## config.mk

```make
export PLATFORM = sky130hd
export DESIGN_NAME = braille_entry
export DESIGN_NICKNAME = d
export VERILOG_FILES = /design/src/rtl/braille_entry.sv
export SDC_FILE = /design/constraint.sdc
export NUM_CORES = 1
export LEC_CHECK = 0
export ABC_AREA = 1
export BUFFER_PORTS_ARGS = -buffer_cell sky130_fd_sc_hd__buf_2
export CAP_MARGIN = 20
export CORE_AREA = 10 10 66 68
export DETAILED_ROUTE_END_ITERATION = 12
export DIE_AREA = 0 0 76 78
export PLACE_DENSITY = 0.8
export REMOVE_ABC_BUFFERS = 1
export SETUP_SLACK_MARGIN = 0.1
export SLEW_MARGIN = 20
export SYNTH_ARGS = -nofsm -noshare
export SYNTH_HDL_FRONTEND = slang
export SYNTH_SLANG_ARGS = --single-unit
```

## constraint.sdc

```tcl
create_clock -name clk -period 1.7 [get_ports clk]
set_input_delay 0.255 -clock clk [delete_from_list [all_inputs] [get_ports clk]]
set_output_delay 0.255 -clock clk [all_outputs]
set_load 0.01 [all_outputs]
```

## src/rtl/braille_entry.sv

```systemverilog
// Braille cell entry: debounces six dot switches and an enter button, then latches one cell per press.
// Optional BRAILLE_ENTRY_SYNC_EN puts a 2-flop synchronizer in front of every raw input.
module braille_entry #(
   parameter int DEBOUNCE_CYCLES = 16
) (
   input  logic       clk,
   input  logic       rst,
   input  logic [5:0] dots_in,
   input  logic       enter_in,
   input  logic       user_ack,
   output logic [5:0] user,
   output logic       user_valid,
   output logic       empty_err,
   output logic       busy
);

   localparam int CW = $clog2(DEBOUNCE_CYCLES);
   localparam logic [CW-1:0] CNT_MAX = CW'(DEBOUNCE_CYCLES - 1);

   localparam logic [1:0] IDLE     = 2'd0;
   localparam logic [1:0] HOLD     = 2'd1;
   localparam logic [1:0] WAIT_REL = 2'd2;

   logic [6:0] raw_s;
   logic [6:0] samp_s;
   logic [6:0] db_s;
   logic [5:0] dots_db_s;
   logic       enter_db_s;
   logic       enter_db_q_r;
   logic       enter_rise_s;

   logic [1:0] state_r;
   logic [1:0] state_nxt_s;
   logic [5:0] user_r;
   logic [5:0] user_nxt_s;
   logic       valid_r;
   logic       valid_nxt_s;
   logic       err_r;
   logic       err_nxt_s;
   logic       busy_r;

   assign raw_s = {enter_in, dots_in};

`ifdef BRAILLE_ENTRY_SYNC_EN
   logic [6:0] sync1_r;
   logic [6:0] sync2_r;

   // two-flop synchronizer for the asynchronous switch inputs
   always_ff @(posedge clk) begin
      if (rst) begin
         sync1_r <= 7'b0;
         sync2_r <= 7'b0;
      end else begin
         sync1_r <= raw_s;
         sync2_r <= sync1_r;
      end
   end

   assign samp_s = sync2_r;
`else
   assign samp_s = raw_s;
`endif

   for (genvar i = 0; i < 7; i++) begin : g_db
      logic          db_bit_r;
      logic [CW-1:0] cnt_r;

      // debounced value flips only after CNT_MAX+1 consecutive disagreeing samples
      always_ff @(posedge clk) begin
         if (rst) begin
            db_bit_r <= 1'b0;
            cnt_r    <= {CW{1'b0}};
         end else if (samp_s[i] == db_bit_r) begin
            cnt_r    <= {CW{1'b0}};
         end else if (cnt_r == CNT_MAX) begin
            db_bit_r <= samp_s[i];
            cnt_r    <= {CW{1'b0}};
         end else begin
            cnt_r    <= cnt_r + CW'(1);
         end
      end

      assign db_s[i] = db_bit_r;
   end

   assign dots_db_s    = db_s[5:0];
   assign enter_db_s   = db_s[6];
   assign enter_rise_s = enter_db_s & ~enter_db_q_r;

   // next-state and output decode for the capture FSM
   always_comb begin
      state_nxt_s = state_r;
      user_nxt_s  = user_r;
      valid_nxt_s = valid_r;
      err_nxt_s   = 1'b0;
      case (state_r)
         IDLE: begin
            if (enter_rise_s) begin
               if (dots_db_s != 6'b0) begin
                  user_nxt_s  = dots_db_s;
                  valid_nxt_s = 1'b1;
                  state_nxt_s = HOLD;
               end else begin
                  err_nxt_s   = 1'b1;
                  state_nxt_s = WAIT_REL;
               end
            end else begin
               state_nxt_s = IDLE;
            end
         end
         HOLD: begin
            if (user_ack && valid_r) begin
               valid_nxt_s = 1'b0;
               state_nxt_s = WAIT_REL;
            end else begin
               state_nxt_s = HOLD;
            end
         end
         WAIT_REL: begin
            // a new press is only armed after enter is seen released
            if (!enter_db_s) begin
               state_nxt_s = IDLE;
            end else begin
               state_nxt_s = WAIT_REL;
            end
         end
         default: begin
            state_nxt_s = IDLE;
            valid_nxt_s = 1'b0;
         end
      endcase
   end

   // state, outputs and enter edge history
   always_ff @(posedge clk) begin
      if (rst) begin
         state_r      <= IDLE;
         user_r       <= 6'b0;
         valid_r      <= 1'b0;
         err_r        <= 1'b0;
         busy_r       <= 1'b0;
         enter_db_q_r <= 1'b0;
      end else begin
         state_r      <= state_nxt_s;
         user_r       <= user_nxt_s;
         valid_r      <= valid_nxt_s;
         err_r        <= err_nxt_s;
         busy_r       <= (state_nxt_s != IDLE);
         enter_db_q_r <= enter_db_s;
      end
   end

   assign user       = user_r;
   assign user_valid = valid_r;
   assign empty_err  = err_r;
   assign busy       = busy_r;

endmodule

```

==> flow_summary.json <==
{
  "status": "completed",
  "seq_area_frac_synth_pct": 52.1,
  "placed_area_um2": 1940,
  "fin_area_um2": 1990,
  "synth.most_common_cell": "dfxtp_1",
  "cts_setup_buffers": 0,
  "grt.overflow.total": 0,
  "max-cap-violations": 0,
  "path_buf_inv": 1,
  "worstPathMaxFanout": 4,
  "relSlewSlack_pct": 75.7,
  "syn_area_um2": 1810,
  "synth_top_cells_by_count": "dfxtp_1 (47), nor2_1 (39), inv_1 (20), a21oi_1 (19), nand3_1 (19)",
  "routed_wl_um": 3070,
  "dr_total_vias": 1388,
  "drtIter0Drc": 130,
  "track_usage_pct": 11.0,
  "ir_worst_vdd_uv": 368,
  "period_minus_slack_ns": 1.15,
  "diodes": 0,
  "setup_ws_ns": 0.548,
  "clock_sinks": 47,
  "grt_pass1_vias": 1309,
  "required_ns": 1.44,
  "multiInputGateArea_um2": 767,
  "grt_max_degree": 15,
  "areaGrowthSynthToFinish_pct": 10.4,
  "cts_buffers": 5,
  "synth_area_per_cell_um2": 8.60,
  "initial_utilization_pct": 56.8,
  "wl_per_cell_um": 11.0,
  "cts-root-buf": "clkbuf_4",
  "yosysTopAreaCell": "dfxtp_1",
  "core_um2": 3180,
  "critPathLaunchType": "register",
  "portBuffers": 18,
  "leakagePower_nw": 0.846,
  "boundaryPins": 19,
  "crit_slowest_cell": "dfxtp_1",
  "register_area_um2": 941,
  "fmax_mhz": 868,
  "yosys.area.top_type_share_pct": 52.1,
  "hold_viol": 0,
  "postCtsHoldBufs": 0,
  "synth_edf_count": 0,
  "cts_resized": 0,
  "place_ws_ns": 0.517,
  "die_y_um": 78,
  "tightest_slew_ns": 0.362,
  "hp-class": "in -> reg",
  "dpl.hpwl_um": 2240,
  "total_power_mw": 1.69,
  "worstPathCellList": "buf_2",
  "synth_cells": 210,
  "clock_path_buffers": 2,
  "synth_cell_type_count": 19,
  "cp.arrival_ns": 0.90,
  "power_density_nw_per_um2": 849,
  "ys_top_cells_by_area": "dfxtp_1 (52%), nor2_1 (8.1%), a21oi_1 (5.3%)",
  "end_kind": "output pin",
  "synthFlopType": "dfxtp_1",
  "first_pass_iters": 4,
  "cp_top_family": "flip-flops",
  "drive_above_1_share_pct": 13.2,
  "setup_viol": 0,
  "cts_tree": "done",
  "drc_errors": 0,
  "num-fill-cells": 270,
  "cpPeakStageDelay_ns": 0.39,
  "rsz0062_at_grt": "no",
  "skew_ns": 0.0119,
  "die_w_um": 76,
  "ys_seq_elements": 47,
  "gp_congestion": 0.760,
  "yosysWarnings": 0,
  "final_nets": 250,
  "antenna_found_initial": 0,
  "grt_pass1_wl_um": 5440,
  "dieArea_um2": 5930,
  "postSynth.asyncResetShare_pct": 0,
  "final_util_pct": 62.7,
  "path_clk_slew_ns": 0.13,
  "path_class": "reg -> out",
  "clkLatencyLatePin_ns": 0.36,
  "maxSlewViolCount": 0,
  "core.rowCount": 21,
  "antenna_left": 0,
  "ctsHtreeMaxLevel": 2,
  "timing.final.crit_share_pct": 67.8,
  "final.setup.tns_ns": 0,
  "vias_per_cell": 4.96
}
[metal layers]
layer / wire [µm] / vias to the layer above / global-route usage (%)
li1: - / 731 / -
met1: 1440 / 618 / 12.5
met2: 1340 / 27 / 16.5
met3: 167 / 12 / 4.61
met4: 112 / 0 / 7.95
met5: 0 / - / 0
[path summary, 6_finish.rpt]
| path | from | to | slack [ns] | depth (start not counted) |
|---|---|---|---|---|
| max reg2reg | g_db[6].cnt_r[0]$_SDFF_PP0_ | g_db[6].cnt_r[2]$_SDFF_PP0_ | 0.56 | 6 |
| min reg2reg | g_db[2].cnt_r[0]$_SDFF_PP0_ | g_db[2].cnt_r[0]$_SDFF_PP0_ | 0.46 | 1 |
| max | user_valid$_SDFFE_PP0P_ | user_valid | 0.55 | 1 |
| min | enter_in | enter_db_s$_SDFFE_PP0P_ | 0.20 | 3 |
[sequential cells by signal (all words and copies together) (netlist names)]
| register | flops |
|---|---|
| g_db.cnt_r | 28 |
| g_db.db_bit_r | 6 |
| user | 6 |
| state_r | 2 |
| busy | 1 |
| empty_err | 1 |
| enter_db_q_r | 1 |
| enter_db_s | 1 |
| user_valid | 1 |
[cell usage in the layout (no fill, tap or decap)]
cell      instances
o21ai_0          10
nor2_8            1
inv_1            20
a21oi_1          19
nand3_1          19
nand2_2           1
o211ai_1          6
xor2_1            8
buf_2            18
dfxtp_1          47
inv_2             2
nand2_4           1
clkinv_2          2
clkbuf_1          2
nor2_1           39
xnor2_1           6
nand3_2           1
nor3_1            2
nand2_1          18
clkbuf_4          5
ha_1              7
[where the power goes]
part | internal [mW] | switching [mW]
Sequential | 1.12 | 0.0117
Clock | 0.162 | 0.329
Combinational | 0.0276 | 0.0439
[stage by stage]
stage          cells  hold slack [ns]
2_1_floorplan    208            0.324
3_3_place_gp     272            0.430
3_5_place_dp     272            0.438
4_1_cts          280            0.182
5_1_grt          280            0.207
6_report         280            0.205
[logic make-up after synthesis]
group / after synthesis / share of synthesized area, %
xor+xnor: 14 / 6.79
fa+ha+maj: 7 / 4.85
buf+inv: 25 / 5.41
simple gates: 82 / 20.3
compound gates: 35 / 10.5
flops: 47 / 52.1
[final cells by class]
class	count	area share [%]
flip-flops and latches	47	47.2
clock buffers	7	2.26
clock inverters	1	0.251
repair buffers	18	4.52
multi-input cells	138	38.5
inverters	23	4.39
well taps	46	2.89
(Power assumes the default switching activity.)
